$ cat src/rtl/dither_pixel_unpack.sv
// Expands packed Y4/Y1 framebuffer words into a Y8 multi-pixel stream with line/frame markers.
// Latency: one cycle from word accept to first beat; one word in flight, refilled in the cycle its last beat fires.
// Backpressure: out_ready low holds the beat and counters; in_ready low while a word still has beats pending.
module dither_pixel_unpack #(
    parameter int OUTPUT_BITS = 8,
    parameter int PACKED_BITS = 4,
    parameter int PIXEL_RATE  = 4,
    parameter int WORD_BITS   = 32,
    parameter int H_BEATS     = 400,
    parameter int V_LINES     = 1200,
    parameter int CNT_BITS    = 12
) (
    input  logic                              clk,
    input  logic                              rst,
    input  logic                              frame_start,
    input  logic [WORD_BITS-1:0]              in_data,
    input  logic                              in_valid,
    output logic                              in_ready,
    output logic [OUTPUT_BITS*PIXEL_RATE-1:0] out_pixels,
    output logic                              out_valid,
    input  logic                              out_ready,
    output logic                              out_sol,
    output logic                              out_eol,
    output logic                              out_sof,
    output logic                              out_eof
);

    localparam int SLICE_BITS = PACKED_BITS * PIXEL_RATE;
    localparam int BPW        = WORD_BITS / SLICE_BITS;
    localparam int BIDX_W     = (BPW > 1) ? $clog2(BPW) : 1;
    localparam int REP        = OUTPUT_BITS / PACKED_BITS;

    localparam logic [BIDX_W-1:0]   BIDX_LAST = BIDX_W'(BPW - 1);
    localparam logic [CNT_BITS-1:0] X_LAST    = CNT_BITS'(H_BEATS - 1);
    localparam logic [CNT_BITS-1:0] Y_LAST    = CNT_BITS'(V_LINES - 1);

    logic [WORD_BITS-1:0]  word_q, word_d;
    logic                  full_q, full_d;
    logic [BIDX_W-1:0]     bidx_q, bidx_d;
    logic [CNT_BITS-1:0]   x_q, x_d;
    logic [CNT_BITS-1:0]   y_q, y_d;

    logic                  fire;
    logic                  last_beat;
    logic                  accept;
    logic [SLICE_BITS-1:0] slice;

    always_ff @(posedge clk) begin
        word_q <= word_d;
        full_q <= full_d;
        bidx_q <= bidx_d;
        x_q    <= x_d;
        y_q    <= y_d;
    end

    always_comb begin
        out_valid = full_q && !rst;
        fire      = out_valid && out_ready;
        last_beat = (bidx_q == BIDX_LAST);
        in_ready  = !rst && !frame_start && (!full_q || (fire && last_beat));
        accept    = in_valid && in_ready;
    end

    always_comb begin
        word_d = word_q;
        full_d = full_q;
        bidx_d = bidx_q;
        x_d    = x_q;
        y_d    = y_q;
        if (rst) begin
            word_d = '0;
            full_d = 1'b0;
            bidx_d = '0;
            x_d    = '0;
            y_d    = '0;
        end else if (frame_start) begin
            full_d = 1'b0;
            bidx_d = '0;
            x_d    = '0;
            y_d    = '0;
        end else begin
            if (fire) begin
                if (last_beat) begin
                    bidx_d = '0;
                    full_d = 1'b0;
                end else begin
                    bidx_d = bidx_q + BIDX_W'(1);
                end
                if (x_q == X_LAST) begin
                    x_d = '0;
                    y_d = (y_q == Y_LAST) ? '0 : y_q + CNT_BITS'(1);
                end else begin
                    x_d = x_q + CNT_BITS'(1);
                end
            end
            // A refill lands in the same cycle the last beat leaves, so no bubble.
            if (accept) begin
                word_d = in_data;
                full_d = 1'b1;
                bidx_d = '0;
            end
        end
    end

    // Leftmost stored pixel (MSBs of the slice) goes to the top output slot.
    always_comb begin
        slice      = word_q[WORD_BITS-1-int'(bidx_q)*SLICE_BITS -: SLICE_BITS];
        out_pixels = '0;
        if (out_valid) begin
            for (int k = 0; k < PIXEL_RATE; k++) begin
                out_pixels[(PIXEL_RATE-1-k)*OUTPUT_BITS +: OUTPUT_BITS] =
                    {REP{slice[SLICE_BITS-1-k*PACKED_BITS -: PACKED_BITS]}};
            end
        end
    end

    always_comb begin
        out_sol = out_valid && (x_q == '0);
        out_eol = out_valid && (x_q == X_LAST);
        out_sof = out_sol && (y_q == '0);
        out_eof = out_eol && (y_q == Y_LAST);
    end

endmodule

$ cat config.mk
export PLATFORM = sky130hd
export DESIGN_NAME = dither_pixel_unpack
export DESIGN_NICKNAME = d
export VERILOG_FILES = /design/src/rtl/dither_pixel_unpack.sv
export SDC_FILE = /design/constraint.sdc
export NUM_CORES = 1
export LEC_CHECK = 0
export BUFFER_PORTS_ARGS = -buffer_cell sky130_fd_sc_hd__buf_2
export CAP_MARGIN = 10
export CORE_MARGIN = 2
export CORE_UTILIZATION = 25
export CTS_CLUSTER_SIZE = 12
export DETAILED_ROUTE_END_ITERATION = 8
export GPL_TIMING_DRIVEN = 1
export PLACE_DENSITY = 0.54
export SLEW_MARGIN = 10
export SYNTH_ARGS = -nofsm -noshare
export SYNTH_HDL_FRONTEND = slang
export SYNTH_SLANG_ARGS = --single-unit
$ cat constraint.sdc
create_clock -name clk -period 4.2 [get_ports clk]
set_clock_uncertainty 0.05 [all_clocks]
set_input_delay 0.84 -clock clk [delete_from_list [all_inputs] [get_ports clk]]
set_output_delay 0.84 -clock clk [all_outputs]
set_load 0.01 [all_outputs]
# --- Word-level counts from Yosys, hierarchy flattened ---
# Cells that the tools add are included.
classes:
  add_sub_neg: 4
  eq_ne: 2
  shift: 1
  muxes: 7
  bitwise_logic: 1
  n_reduce_logical: 23
ops:
  columns: ["operator", "count"]
  rows:
  - ["47-bit by 6-bit indexed part select with 16-bit output", 1]
  - ["32-bit 2-to-1 mux", 1]
  - ["12-bit by 1-bit adder with 12-bit output, second input constant", 2]
  - ["12-bit logical NOT", 2]
  - ["12-bit 2-to-1 mux", 2]
  - ["12-bit by 11-bit equality test with 1-bit output, second input constant", 1]
  - ["12-bit by 9-bit equality test with 1-bit output, second input constant", 1]
  - ["1-bit logical AND", 10]
  - ["2-bit AND reduction", 3]
  - ["5-bit by 5-bit subtractor with 6-bit output, first input constant", 1]
  - ["1-bit 2-to-1 mux", 4]
  - ["2-bit nonzero test", 2]
  - ["1-bit logical NOT", 3]
  - ["3-bit OR reduction", 1]
  - ["2-bit OR reduction", 1]
  - ["1-bit adder, second input constant", 1]
  - ["1-bit logical OR", 1]
  - ["1-bit inverter", 1]
totals:
  ff_bits: 58
  input_bits: 37
  output_inout_bits: 38
  wordCells: 43

# --- Longest topological paths before layout ---
# Gate-level depths: netlist of the first run.
logic_depth:
  ltp_word: 9
  mapped_depth: 7
  ltp_nobuf: 5

# --- Least setup slack after synthesis of the first run ---
# Ideal clock, no wire load.
synth_timing:
  path_type: "input port to output port"
  from: "input port rst"
  to: "output port out_sof"
  arrival_time_ns: 2.003
  required_ns: 3.310
  slack_ns: 1.307
  stages: 7
  path_buffers: 2
  cell_sequence: "buf_4 -> nand2b_1 -> clkbuf_1 -> inv_1 -> nand3_1 -> nor2_1 -> and4b_1"
synth_between:
  elab_chain_len: 4
synth_lines:
  columns: ["element", "line_no", "source"]
  rows:
  - ["start, declared", "14", "input logic rst,"]
  - ["1-bit logical NOT", "57", "out_valid = full_q && !rst;"]
  - ["1-bit logical AND", "57", null]
  - ["named net out_valid", "20", "output logic out_valid,"]
  - ["1-bit logical AND", "118", "out_sol = out_valid && (x_q == '0);"]
  - ["named net out_sol", "22", "output logic out_sol,"]
  - ["1-bit logical AND", "120", "out_sof = out_sol && (y_q == '0);"]
  - ["end, declared", "24", "output logic out_sof,"]
# The timed path passes the listed nets, and every way through them passes these cells.

# --- Worst setup path after layout of the first run ---
layout_timing:
  from: "input port rst"
  to: "output port out_sof"
layout_between:
  elab_chain_len: 4
layout_lines:
  columns: ["element", "line_no"]
  rows:
  - ["1-bit logical NOT", "57"]
  - ["1-bit logical AND", "57"]
  - ["1-bit logical AND", "118"]
  - ["1-bit logical AND", "120"]
# No other way between the ends.

==> impl_metrics.csv, run 1 <==
group,metric,value,unit
worst_setup_path,worstSetupStartpointType,"input port",
power_and_ir_drop,power_density,367,mW/mm^2
sta,tightestPinTransition,1140,ps
detailed_routing,antenna_left,0,
worst_setup_path,r2r-end,"word_q[28]",
place,hpwl,5070,um
finish,area_delta_synth_final,21.6,%
global_route,grt_usage,11.8,%
finish,num-fill-cells,1184,
worst_setup_path,path_delay_family,"buffers and inverters",
sta,hold_viol,0,
cts,path_clk_slew,50,ps
logic_synthesis,synth-main-ff-cell,"dfxtp_1",
global_route,grt_overflow,0,
sta,rsz0062_at_grt,"false",
min_path,hold_end,"word_q[31]",
worst_setup_path,r2r-start,"bidx_q",
place,gp_congestion,0.795,
sta,fin_crit_sh,73.9,%
detailed_routing,first_pass_iters,4,
outcome,status,"finished, final reports clean",
logic_synthesis,synth_edf_count,0,
worst_setup_path,cp_max_fo,37,
logic_synthesis,synth.cell_area,0.00284,sq mm
worst_setup_path,critPathBufInv,3,
logic_synthesis,synthArstFlopShare,0,%
min_path,hold_path_class,"reg2reg",
global_route,antenna_found_initial,0,
min_path,holdCritStartpoint,"word_q[31]",
global_route,grt_pass1_vias,2545,
power_and_ir_drop,power_leakage,1.33,nW
detailed_routing,route.detailed.drc,0,
detailed_routing,via_count,2591,
floorplanning,die_h,111,um
detailed_routing,drtIter0Drc,156,
cts,cts_sinks,58,
global_route,grt_pass1_wl,11800,um
floorplanning,row_count,38,
worst_setup_path,critical_path_class,"in2out",
worst_setup_path,slowest_stage,"buf_2",
floorplanning,dieArea,0.0122,sq mm
sta,finalHoldWorstSlack,401,ps
detailed_routing,avgRoutedWirePerCell,12.6,um
floorplanning,die_x,111,um
floorplanning,io_pins,75,
logic_synthesis,yosysUniqueCellTypes,34,
sta,max_freq,322,MHz
global_route,grt_max_degree,38,
logic_synthesis,synth_top_cell_area_share,40.9,%
logic_synthesis,synth_cells,362,
sta,period_minus_slack,3100,ps
power_and_ir_drop,ir_drop,0.000154,V
finish,insertedDiodeCount,0,
min_path,min_path_cells,2,
sta,relSlewSlack,24.1,%
cts,post-cts-setup-buffers,0,
cts,post_cts_resized,0,
cts,cts.path.max_buffers,2,
logic_synthesis,seq_area_frac_synth,40.9,%
sta,fin_setup_tns,0,ps
worst_setup_path,reg2reg_slack,1500,ps
finish,nets,454,
logic_synthesis,yosysWarnings,0,
cts,cts_hold_buf,0,
detailed_routing,finalWirelength,7010,um
logic_synthesis,ys_top_cells_by_count,"nand2_1, dfxtp_1, a21oi_1",
cts,cts_inserted_buffers,9,
logic_synthesis,synth-seq-cells,58,
worst_setup_path,r2r_cells,4,
finish,layout-drive-gt1-share,23.5,%
finish,utilization,31.4,%
worst_setup_path,cpMostUsedCell,"buf_2",
logic_synthesis,synthTopCellsByArea,"dfxtp_1, nand2_1, a21oi_1",
worst_setup_path,slowest_delay,500,ps
worst_setup_path,required,3310,ps
detailed_routing,via_per_inst,4.65,
cts,cts_root_buf,"clkbuf_16",
worst_setup_path,crit_arrival,2210,ps
cts,cts-htree-levels,3,
cts,cts_tree,"done",
sta,report.final.setup_viol,0,
flow_run,drv_cap,0,
place,io_buffers,74,
logic_synthesis,syn-num-nets,403,
worst_setup_path,path_cells,"buf_2, nand2b_1, inv_1, nand3_1, nor2_1, and4b_1, buf_2",
logic_synthesis,syn_area_per_cell,7.85,sq um
logic_synthesis,synth_largest_area_cell,"dfxtp_1",
floorplanning,core-area,0.0110,sq mm
power_and_ir_drop,power,1.27,mW
floorplanning,initial_core_util,25.9,%
cts,clock_latency,330,ps
worst_setup_path,end_kind,"output pin",
logic_synthesis,synth.most_common_cell,"nand2_1",
sta,drv_slew,0,
[state kept, by name, indices dropped and copies added, names as in the netlist]
| register | flops |
|---|---|
| word_q | 32 |
| full_q | 1 |
| bidx_q | 1 |
| y_q | 12 |
| x_q | 12 |
[cells by family (layout without fill, tap and decap cells)]
logic type | Yosys count | in the layout | share of synthesized area [%]
multiplexers | 16 | 16 | 5.64
adder cells (fa/ha/maj) | 4 | 4 | 1.76
buffers and inverters | 44 | 99 | 8.37
flip-flops | 58 | 58 | 40.9
XOR/XNOR | 12 | 12 | 3.70
AND/OR/NAND/NOR | 170 | 170 | 28.8
AO/OA/AOI/OAI | 58 | 58 | 10.9
[cells in the final DEF, fill, tap and decap left out, drive strengths merged]
| cell type | n |
|---|---|
| xor2 | 3 |
| o31ai | 3 |
| or2 | 1 |
| buf | 76 |
| nor2 | 36 |
| a21bo | 1 |
| a21oi | 45 |
| nand4 | 8 |
| xnor2 | 9 |
| nand3 | 13 |
| nand4b | 2 |
| ha | 4 |
| or4 | 3 |
| o21ai | 8 |
| a21boi | 1 |
| nand2 | 76 |
| clkinvlp | 2 |
| or3 | 7 |
| clkbuf | 9 |
| and4b | 2 |
| or4b | 1 |
| nand2b | 1 |
| inv | 8 |
| mux2i | 16 |
| nor4 | 7 |
| and3 | 3 |
| clkinv | 4 |
| and4 | 4 |
| dfxtp | 58 |
| nor3 | 6 |
[per-stage QoR]
step	setup WS, ps	cell area [sq um]	std cells
final	1100	3450	557
after global routing	928	3450	557
after detailed placement	1090	3190	542
after global placement	1120	3190	542
after floorplan	1310	2840	362
after CTS	1090	3450	557
[area by class of cell]
type                    instances  area [sq um]  share of cell area, %
multi-input cells             260          1440                   41.7
clock buffers                   9           225                   6.52
well taps                     140           175                   5.07
flip-flops and latches         58          1160                   33.6
repair buffers                 76           385                   11.2
inverters                       8          30.0                  0.870
clock inverters                 6          35.0                   1.01
[report_power, final]
group	leakage [nW]	internal, mW	switching, mW
Sequential	0.469	0.561	0.00608
Combinational	0.733	0.0263	0.0378
Clock	0.127	0.390	0.247
[worst min-delay path, cell delays in order (launching register included)]
cell     delay (ps)
dfxtp_1         300
nand2_1          50
a21oi_1          50
[metal layers]
| metal | part of all wire (%) | global-route usage, % | wire length (um) |
|---|---|---|---|
| met2 | 43 | 18.2 | 3000 |
| met5 | 0 | 0 | 0 |
| met1 | 48 | 15.2 | 3380 |
| met3 | 6.9 | 3.51 | 480 |
| met4 | 2.1 | 5.25 | 150 |
[worst max path at each step]
stage               startpoint      end  slack, ps  depth (start not counted)
global route               rst  out_sof        930                          7
detailed placement         rst  out_sof       1090                          7
floorplan                  rst  out_sof       1310                          7
CTS                        rst  out_sof       1090                          7
global placement           rst  out_sof       1120                          7
finish                     rst  out_sof       1100                          7
Power figures use the tool's default switching activity.
==> run 2, diff against run 1 <==
--- a/config.mk
+++ b/config.mk
@@ -5,6 +5,7 @@
 export SDC_FILE = /design/constraint.sdc
 export NUM_CORES = 1
 export LEC_CHECK = 0
+export ABC_AREA = 1
 export BUFFER_PORTS_ARGS = -buffer_cell sky130_fd_sc_hd__buf_2
 export CAP_MARGIN = 10
 export CORE_MARGIN = 2
@@ -12,7 +13,7 @@
 export CTS_CLUSTER_SIZE = 12
 export DETAILED_ROUTE_END_ITERATION = 8
 export GPL_TIMING_DRIVEN = 1
-export PLACE_DENSITY = 0.54
+export PLACE_DENSITY = 0.53
 export SLEW_MARGIN = 10
 export SYNTH_ARGS = -nofsm -noshare
 export SYNTH_HDL_FRONTEND = slang
==> constraint.sdc (replaced) <==
create_clock -name clk -period 3.09 [get_ports clk]
set_clock_uncertainty 0.05 [all_clocks]
set_input_delay 0.618 -clock clk [delete_from_list [all_inputs] [get_ports clk]]
set_output_delay 0.618 -clock clk [all_outputs]
set_load 0.01 [all_outputs]
==> run 2 against run 1 <==
  * Sequential share of layout area fell by 2.9 points
  * Critical path depth is 1 lower
  * Area after synthesis is 9.6% higher
  * Global-route usage up 1.8 points
  * Combinational power rose by 49%
  * Worst setup slack lost 740 ps
  * Sequential power is 36% higher
  * Critical endpoint is now out_eof
==> impl_metrics.csv, run 2 <==
group,metric,value,unit
outcome,status,"finished, final reports clean",
logic_synthesis,synthArstFlopShare,0,%
floorplanning,row_count,40,
finish,largest_reg_flops,32,
floorplanning,core-area,0.0121,sq mm
min_path,min_path_cells,2,
finish,area_delta_synth_final,21.5,%
worst_setup_path,path_cells,"ha_1, inv_1, nor2_1, nand4_1, nor3_1, buf_2",
cts,cts_tree,"done",
cts,cts.path.max_buffers,2,
cts,post_cts_resized,0,
power_and_ir_drop,comb_power_share,5.1,%
finish,final_cell_mix,"nand2_1, buf_2, a21oi_1",
logic_synthesis,yosysWarnings,0,
logic_synthesis,synth_largest_area_cell,"dfxtp_1",
global_route,grt_pass1_wl,14000,um
cts,post-cts-setup-buffers,0,
detailed_routing,drtIter0Drc,186,
place,dp_cells,676,
finish,postLayoutCellArea,0.00378,sq mm
worst_setup_path,end_kind,"output pin",
global_route,grt_max_degree,35,
floorplanning,die_h,116,um
logic_synthesis,syn-num-nets,507,
sta,tightestPinTransition,669,ps
finish,final_common_cell,"nand2_1",
global_route,antenna_found_initial,0,
place,place_ws,507,ps
power_and_ir_drop,netSwitchingFraction,22.7,%
worst_setup_path,crit_arrival,2060,ps
worst_setup_path,worstSetupStartpointType,"flip-flop",
detailed_routing,finalWirelength,8750,um
detailed_routing,route.detailed.drc,0,
worst_setup_path,r2r-end,"word_q[23]",
logic_synthesis,synth_edf_count,0,
floorplanning,io_pins,75,
finish,largest-register,"word_q",
logic_synthesis,seq_area_frac_synth,37.3,%
sta,hold_viol,0,
worst_setup_path,critical_path_class,"reg2out",
worst_setup_path,required,2420,ps
power_and_ir_drop,pwr-share-seq,41.5,%
worst_setup_path,reg2reg_slack,860,ps
finish,top_regs,"word_q x32, x_q x12, y_q x12",
flow_run,drv_cap,0,
detailed_routing,avgRoutedWirePerCell,12.7,um
power_and_ir_drop,p_clk_share,53.4,%
floorplanning,die_x,116,um
cts,cts_sinks,58,
sta,fin_setup_tns,0,ps
detailed_routing,antenna_left,0,
detailed_routing,first_pass_iters,7,
cts,cts_hold_buf,0,
min_path,hold_end,"word_q[15]",
power_and_ir_drop,power_leakage,1.50,nW
sta,rsz0062_at_grt,"false",
worst_setup_path,r2r_cells,7,
logic_synthesis,synth.most_common_cell,"nand2_1",
place,hpwl,6340,um
power_and_ir_drop,ir_drop,0.000244,V
min_path,holdCritStartpoint,"word_q[15]",
power_and_ir_drop,power_density,491,mW/mm^2
min_path,hold_path_class,"reg2reg",
logic_synthesis,synthTopCellsByArea,"dfxtp_1, nand2_1, a21oi_1",
logic_synthesis,synth_top_cell_area_share,37.3,%
finish,final_cells,691,
sta,fin_ws,361,ps
worst_setup_path,slowest_delay,410,ps
logic_synthesis,yosysUniqueCellTypes,29,
cts,cts_root_buf,"clkbuf_16",
cts,cts-htree-levels,3,
worst_setup_path,slowest_stage,"dfxtp_1",
power_and_ir_drop,p_sw,0.421,mW
sta,period_minus_slack,2730,ps
place,io_buffers,74,
place,post_dp_cell_area,0.00349,sq mm
logic_synthesis,synth_cells,466,
finish,utilization,31.4,%
finish,insertedDiodeCount,0,
sta,fin_crit_sh,88.3,%
place,gp_congestion,0.855,
sta,finalHoldWorstSlack,416,ps
global_route,grt_pass1_vias,2789,
logic_synthesis,synth-main-ff-cell,"dfxtp_1",
logic_synthesis,synth.cell_area,0.00311,sq mm
global_route,grt_overflow,0,
cts,path_clk_slew,50,ps
logic_synthesis,synth-seq-cells,58,
sta,relSlewSlack,55.3,%
worst_setup_path,r2r-start,"full_q",
cts,cts_inserted_buffers,9,
worst_setup_path,cp_max_fo,6,
finish,nets,560,
power_and_ir_drop,power,1.86,mW
floorplanning,initial_core_util,25.8,%
finish,layout-drive-gt1-share,20.5,%
cts,clock_latency,330,ps
logic_synthesis,syn_area_per_cell,6.68,sq um
detailed_routing,via_per_inst,4.46,
sta,drv_slew,0,
power_and_ir_drop,internal-power,1.44,mW
floorplanning,dieArea,0.0134,sq mm
sta,report.final.setup_viol,0,
sta,max_freq,366,MHz
detailed_routing,via_count,3083,
global_route,grt_usage,13.6,%
logic_synthesis,ys_top_cells_by_count,"nand2_1, a21oi_1, dfxtp_1",
==> run 2: power by group through the flow <==
stage,registers (mW),logic [mW],clock network (mW)
floorplan,0.784,0.0601,0
global placement,0.785,0.0949,0
detailed placement,0.785,0.0965,0
CTS,0.770,0.0968,1.01
global route,0.771,0.108,1.05
finish,0.770,0.0955,0.991
==> run 2: worst max-delay path: cells and delay by family, from the launching register on <==
family                   cells  cell delay, ps
buffers and inverters        2             270
AND/OR/NAND/NOR              3             740
adder cells (fa/ha/maj)      1             300
flip-flops                   1             410
==> run 2: final cells by class <==
| class | instances | area (sq um) |
|---|---|---|
| sequential | 58 | 1160 |
| clock inverter | 5 | 55.1 |
| fill | 1330 | 8280 |
| multi-input combinational | 332 | 1560 |
| timing repair buffer | 79 | 408 |
| tap | 168 | 210 |
| inverter | 39 | 149 |
| clock buffer | 10 | 239 |
==> run 2: logic make-up after synthesis <==
group / share of synthesized area (%)
fa+ha+maj: 1.61
xor+xnor: 0.281
flops: 37.3
simple gates: 36.5
compound gates: 11.7
buf+inv: 12.6
==> run 2: how the worst max path moves through the flow <==
stage,slack (ps),startpoint,to
CTS,310,y_q[0],out_eof
finish,360,y_q[0],out_eof
global placement,570,rst,word_q[30]
global route,220,y_q[0],out_eof
detailed placement,510,rst,word_q[9]
floorplan,820,rst,out_pixels[14]
==> run 2: routing by layer <==
metal,GRT usage [%],up-vias,routed length [um]
li1,-,1611,-
met1,18.1,1406,4170
met2,21.6,56,4150
met3,3.03,10,298
met4,5.48,0,139
met5,0,-,0
